--- config.mk ---
export PLATFORM = sky130hd
export DESIGN_NAME = activation_layer_seq
export DESIGN_NICKNAME = d
export VERILOG_FILES = /design/src/rtl/activation_pkg.sv /design/src/rtl/act_lane_pwl.sv /design/src/rtl/activation_layer_seq.sv
export SDC_FILE = /design/constraint.sdc
export NUM_CORES = 2
export LEC_CHECK = 0
export CAP_MARGIN = 25
export CORE_AREA = 2 2 605 607
export DETAILED_ROUTE_END_ITERATION = 10
export DIE_AREA = 0 0 607 609
export DONT_BUFFER_PORTS = 1
export HOLD_SLACK_MARGIN = 0.02
export PLACE_DENSITY_LB_ADDON = 0.12
export RECOVER_POWER = 100
export SYNTH_ARGS = -nofsm -noshare
export SYNTH_HDL_FRONTEND = slang
export SYNTH_HIERARCHICAL = 1
export SYNTH_SLANG_ARGS = --single-unit
export TNS_END_PERCENT = 5
--- constraint.sdc ---
create_clock -name clk -period 46.1 [get_ports clk]
set_clock_uncertainty 0.2 [all_clocks]
set_input_delay 4.61 -clock clk [delete_from_list [all_inputs] [get_ports clk]]
set_output_delay 4.61 -clock clk [all_outputs]
set_load 0.01 [all_outputs]
--- src/rtl/activation_pkg.sv ---
// activation_pkg: shared definitions for the sequential activation layer.
// Holds the activation mode encodings, the FSM state type and the
// piecewise-linear tanh breakpoints/offsets as functions of the fraction width.
package activation_pkg;

    // Activation mode encodings (value of the 2-bit mode input)
    localparam logic [1:0] ACT_IDENT   = 2'd0;
    localparam logic [1:0] ACT_RELU    = 2'd1;
    localparam logic [1:0] ACT_HTANH   = 2'd2;
    localparam logic [1:0] ACT_PWLTANH = 2'd3;

    // FSM state encoding
    typedef logic [0:0] state_t;
    localparam state_t ST_IDLE = 1'b0;
    localparam state_t ST_RUN  = 1'b1;

    // 1.0 in fixed point
    function automatic longint pwl_one(input int unsigned fb);
        return longint'(1) << fb;
    endfunction

    // 0.5 breakpoint
    function automatic longint pwl_half(input int unsigned fb);
        return longint'(1) << (fb - 1);
    endfunction

    // 2.0 breakpoint
    function automatic longint pwl_two(input int unsigned fb);
        return longint'(2) << fb;
    endfunction

    // 3.0 breakpoint (saturation point)
    function automatic longint pwl_three(input int unsigned fb);
        return longint'(3) << fb;
    endfunction

    // 0.375 offset for the middle segment
    function automatic longint pwl_off_lo(input int unsigned fb);
        return longint'(3) << (fb - 3);
    endfunction

    // 0.625 offset for the upper segment
    function automatic longint pwl_off_hi(input int unsigned fb);
        return longint'(5) << (fb - 3);
    endfunction

    // Largest positive value representable in dw bits
    function automatic longint max_pos(input int unsigned dw);
        return (longint'(1) << (dw - 1)) - longint'(1);
    endfunction

endpackage

--- src/rtl/act_lane_pwl.sv ---
// act_lane_pwl: combinational single-neuron activation.
// Ports:
//   mode : activation select (identity, ReLU, hard-tanh, PWL tanh)
//   x    : signed fixed-point input neuron
//   y_c  : activated output, same format as x
module act_lane_pwl
    import activation_pkg::*;
#(
    parameter int unsigned DataWidth = 32,
    parameter int unsigned FracBits  = 16
) (
    input  logic [1:0]                  mode,
    input  logic signed [DataWidth-1:0] x,
    output logic signed [DataWidth-1:0] y_c
);

    // One guard bit so |x| of the most negative input is representable
    localparam int unsigned W = DataWidth + 1;

    localparam logic signed [W-1:0] ONE     = W'(pwl_one(FracBits));
    localparam logic signed [W-1:0] HALF    = W'(pwl_half(FracBits));
    localparam logic signed [W-1:0] TWO     = W'(pwl_two(FracBits));
    localparam logic signed [W-1:0] THREE   = W'(pwl_three(FracBits));
    localparam logic signed [W-1:0] OFF_LO  = W'(pwl_off_lo(FracBits));
    localparam logic signed [W-1:0] OFF_HI  = W'(pwl_off_hi(FracBits));
    localparam logic signed [W-1:0] MAX_POS = W'(max_pos(DataWidth));

    logic signed [W-1:0] xe;
    logic signed [W-1:0] a;
    logic signed [W-1:0] m;

    // PWL tanh magnitude: saturated |x| folded through three linear segments
    always_comb begin
        xe = {x[DataWidth-1], x};
        a  = x[DataWidth-1] ? -xe : xe;
        if (a > MAX_POS) begin
            a = MAX_POS;
        end
        if (a < HALF) begin
            m = a;
        end else if (a < TWO) begin
            m = (a >> 2) + OFF_LO;
        end else if (a < THREE) begin
            m = (a >> 3) + OFF_HI;
        end else begin
            m = ONE;
        end
    end

    // Output select
    always_comb begin
        y_c = x;
        case (mode)
            ACT_IDENT: y_c = x;
            ACT_RELU:  y_c = x[DataWidth-1] ? '0 : x;
            ACT_HTANH: begin
                if (xe > ONE) begin
                    y_c = DataWidth'(ONE);
                end else if (xe < -ONE) begin
                    y_c = DataWidth'(-ONE);
                end else begin
                    y_c = x;
                end
            end
            ACT_PWLTANH: y_c = x[DataWidth-1] ? DataWidth'(-m) : DataWidth'(m);
            default:     y_c = x;
        endcase
    end

endmodule

--- src/rtl/activation_layer_seq.sv ---
// activation_layer_seq: time-multiplexed activation stage for a neuron vector.
// Captures Neurons/mode on start, then processes LANES neurons per cycle.
// Ports:
//   clk, reset       : clock (rising edge), async active-high reset
//   start            : capture request, honoured only when idle
//   mode             : activation select, sampled with start
//   Neurons          : packed input vector, neuron i at [i*DataWidth +: DataWidth]
//   busy             : high while groups are being processed
//   done             : one-cycle pulse when the last group is written
//   finished         : high while ActivatedNeurons holds a complete result
//   ActivatedNeurons : registered results, same packing as Neurons
module activation_layer_seq
    import activation_pkg::*;
#(
    parameter int unsigned DataWidth     = 32,
    parameter int unsigned FracBits      = 16,
    parameter int unsigned No_of_Neurons = 24,
    parameter int unsigned LANES         = 4
) (
    input  logic                                 clk,
    input  logic                                 reset,
    input  logic                                 start,
    input  logic [1:0]                           mode,
    input  logic [DataWidth*No_of_Neurons-1:0]   Neurons,
    output logic                                 busy,
    output logic                                 done,
    output logic                                 finished,
    output logic [DataWidth*No_of_Neurons-1:0]   ActivatedNeurons
);

    localparam int unsigned G  = (No_of_Neurons + LANES - 1) / LANES;
    localparam int unsigned GW = (G > 1) ? $clog2(G) : 1;
    // Candidate table per lane covers every group_q encoding
    localparam int unsigned GS = 1 << GW;

    state_t         state_q;
    state_t         state_d;
    logic [GW-1:0]  group_q;
    logic [GW-1:0]  group_d;
    logic [1:0]     mode_q;
    logic           busy_d;
    logic           done_d;
    logic           finished_d;
    logic           capture;
    logic           wr_en;

    logic [DataWidth-1:0] in_buf_q [No_of_Neurons];
    logic [DataWidth-1:0] out_q    [No_of_Neurons];
    logic [DataWidth-1:0] lane_x   [LANES];
    logic [DataWidth-1:0] lane_y   [LANES];

    // Lane input mux and activators; lanes past the last neuron see zero
    for (genvar l = 0; l < LANES; l++) begin : g_lane
        logic [DataWidth-1:0] cand [GS];
        for (genvar g = 0; g < GS; g++) begin : g_cand
            if (g * LANES + l < No_of_Neurons) begin : g_valid
                assign cand[g] = in_buf_q[g*LANES+l];
            end else begin : g_pad
                assign cand[g] = '0;
            end
        end
        assign lane_x[l] = cand[group_q];

        act_lane_pwl #(
            .DataWidth (DataWidth),
            .FracBits  (FracBits)
        ) u_lane (
            .mode (mode_q),
            .x    (lane_x[l]),
            .y_c  (lane_y[l])
        );
    end

    // Next-state and control decode
    always_comb begin
        state_d    = state_q;
        group_d    = group_q;
        busy_d     = 1'b0;
        done_d     = 1'b0;
        finished_d = finished;
        capture    = 1'b0;
        wr_en      = 1'b0;
        case (state_q)
            ST_IDLE: begin
                if (start) begin
                    capture    = 1'b1;
                    finished_d = 1'b0;
                    group_d    = '0;
                    busy_d     = 1'b1;
                    state_d    = ST_RUN;
                end
            end
            ST_RUN: begin
                wr_en = 1'b1;
                if (group_q == GW'(G - 1)) begin
                    done_d     = 1'b1;
                    finished_d = 1'b1;
                    group_d    = '0;
                    state_d    = ST_IDLE;
                end else begin
                    group_d = group_q + GW'(1);
                    busy_d  = 1'b1;
                end
            end
            default: begin
                state_d = ST_IDLE;
                group_d = '0;
            end
        endcase
    end

    // State, control outputs, input capture and grouped result writes
    always_ff @(posedge clk or posedge reset) begin
        if (reset) begin
            state_q  <= ST_IDLE;
            group_q  <= '0;
            mode_q   <= ACT_IDENT;
            busy     <= 1'b0;
            done     <= 1'b0;
            finished <= 1'b0;
            for (int n = 0; n < No_of_Neurons; n++) begin
                in_buf_q[n] <= '0;
                out_q[n]    <= '0;
            end
        end else begin
            state_q  <= state_d;
            group_q  <= group_d;
            busy     <= busy_d;
            done     <= done_d;
            finished <= finished_d;
            if (capture) begin
                mode_q <= mode;
                for (int n = 0; n < No_of_Neurons; n++) begin
                    in_buf_q[n] <= Neurons[n*DataWidth +: DataWidth];
                end
            end
            // Slot n belongs to group n/LANES, lane n%LANES
            for (int n = 0; n < No_of_Neurons; n++) begin
                if (wr_en && (group_q == GW'(n / LANES))) begin
                    out_q[n] <= lane_y[n % LANES];
                end
            end
        end
    end

    for (genvar n = 0; n < No_of_Neurons; n++) begin : g_pack
        assign ActivatedNeurons[n*DataWidth +: DataWidth] = out_q[n];
    end

endmodule

==> flow_summary.toml <==
[drt]
routed_wl_microns = 369000
drc = 0
via_count = 51561
antenna_left = 0
dr.pass1.iters = 6
routed_via_density = 4.70
drtIter0Drc = 3042
wl_per_cell_microns = 33.6

[sta]
rsz0062_at_grt = "false"
fin_tns_setup_ns = 0
setup_viol = 0
fmax_mhz = 41.3
hold_violations = 0
drv_slew = 2543
max_slew_margin_pct = -494
post-route-period-util_pct = 52.5
period_minus_slack_ns = 24.21
tightest_slew_ns = 8.92

[cells_and_area]
fill_cells = 38530
multi_input_comb_area_sq_um = 33800
regArea_sq_um = 38600
layout-drive-gt1-share_pct = 32.0
syn2layout_area_growth_pct = 15.3
nets = 6643

[yosys]
synth_warnings = 6
synth_area_sq_um = 75600
ys.flop_type = "dfrtp_1"
synth_area_leaders = "dfrtp_1 (51%), mux2_2 (20%), mux2_4 (3.8%), mux2i_1 (3.6%), mux2_1 (2.1%)"
ys_types = 96
synth_edf_count = 0
yosys-top-cells-count = "dfrtp_1 (1,544), mux2_2 (1,342), nand2_1 (363), mux2i_1 (269), mux2_4 (190)"
synth.net_count = 6657
synth_seq_area_share_pct = 51.1
synth_top_area_share_pct = 51.1
synthMostInstantiatedCell = "dfrtp_1"
netlist_instances = 5859
ys_async_sr_fraction_pct = 100
avgSynthCellArea_sq_um = 12.9
synth_top_cell_by_area = "dfrtp_1"
synth-seq-cells = 1544

[clock_network]
worstSkewPairLatency_ns = 0.91
cts_buffers = 199
post_cts_buffers = 0
clockRootBuffer = "clkbuf_16"
path_clk_slew_ns = 0.06
cts.sinks = 1544
cts_tree = "built"
htree_levels = 4
clockBufferDepth = 4
holdBufCountCts = 0
cts_resized = 0

[setup_path]
cp-startpoint = "reset"
r2r_slack_ns = 26.30
path_class = "input pin to async pin"
critPathCaptureType = "async pin"
cp-start-kind = "input pin"
worstPathMaxFanout = 118
arrival_ns = 24.89
cp_data_required_time_ns = 46.78
r2r_start = "group_q[1]"

[floorplan]
die_area_sq_um = 370000
die_x_microns = 607
core_sq_um = 364000
core.rowCount = 222
io_pins = 1544
start_util_pct = 20.8
die_y_microns = 609

[run_status]
outcome = "complete, but fails checks"
violations = "max-capacitance violations, max-slew violations"

[grt]
antenna_found_initial = 369
grt_max_degree = 153
grt.overflow.total = 0
grtUsageTotal_pct = 19.3
grt_pass1_wl_microns = 495000
grt_pass1_vias = 52727

[run]
drv_cap = 50

[worst_hold_path]
hold_path_startpoint = "g_lane[0].cand[121]"
hold_path.class = "flip-flop to flip-flop"

[placed_design]
gp_congestion = 0.824
dp_hpwl_microns = 283000
io_buffer_count = 0
metal layers:
metal  share of wire [%]  vias to the layer above  GRT usage (%)
li1                    -                    21907              -
met1                  39                    26631           22.4
met2                  51                     2037           34.7
met3                 7.0                      856           5.14
met4                 3.1                      130           5.16
met5                0.22                        -              0
flip-flops by register name (all words and copies together) (netlist names):
register / flops
done: 1
finished: 1
group_q: 3
ActivatedNeurons: 768
state_q: 1
mode_q: 2
g_lane.cand: 768
worst max-delay path, cell delays in order:
cell        delay, ns
clkinvlp_2       0.83
clkbuf_1         2.22
clkbuf_1         4.96
clkbuf_1         4.48
clkbuf_1         2.77
clkbuf_1         0.63
clkbuf_1         2.75
buf_4            1.04
worst paths after layout:
kind                       cells after the start                     to
min reg2reg                                    1    g_lane[0].cand[121]
max in group clk                               8     g_lane[3].cand[83]
max                                            8    ActivatedNeurons[2]
max reg2reg                                   22  ActivatedNeurons[287]
min in group asynchronous                      1  ActivatedNeurons[133]
min                                            1    g_lane[0].cand[121]
area by class of cell:
type / instances / area share [%]
sequential: 1544 / 44.4
clock buffer: 293 / 6.75
multi-input combinational: 3852 / 38.8
clock inverter: 70 / 1.06
antenna: 140 / 0.402
timing repair buffer: 206 / 1.59
tap: 4816 / 6.92
inverter: 42 / 0.182
layout by cell type (no fill, tap or decap), types with 36 or more instances in the layout:
master / count
nand2_1: 361
clkbuf_8: 46
o31ai_1: 36
mux2_1: 319
clkbuf_1: 102
a21oi_1: 99
nor4_1: 54
clkbuf_16: 203
and2_1: 36
buf_4: 141
o221ai_1: 116
nor3_1: 77
nand4_1: 61
inv_1: 41
diode_2: 140
mux2i_1: 268
o21ai_0: 156
xnor2_1: 59
dfrtp_1: 1541
mux2_2: 1340
nand3_1: 64
nor2_1: 153
through the flow:
stage	setup slack, ns	cells	hold WS, ns	instance area [sq um]	util, %
after floorplan	19.90	5859	0.275	75600	-
after global placement	35.44	10444	0.284	81100	22.3
after detailed placement	35.38	10455	0.290	81200	22.3
after CTS	35.64	10818	0.303	88000	24.2
after global routing	17.62	10897	0.303	87000	23.9
final	21.89	10963	0.282	87100	23.9
logic make-up (layout without fill, tap and decap cells):
group	Yosys count	count (layout)	synth area share (%)
AND/OR/NAND/NOR	1019	1019	6.89
adder cells (fa/ha/maj)	25	25	0.414
AO/OA/AOI/OAI	776	776	7.77
multiplexers	1940	1940	29.4
flip-flops	1544	1544	51.1
buffers and inverters	463	611	3.33
other	0	140	0
XOR/XNOR	92	92	1.07
Power is left out: the tool's default activity adds up to more than one toggle a clock period on the data nets, which glitch-free logic cannot reach.
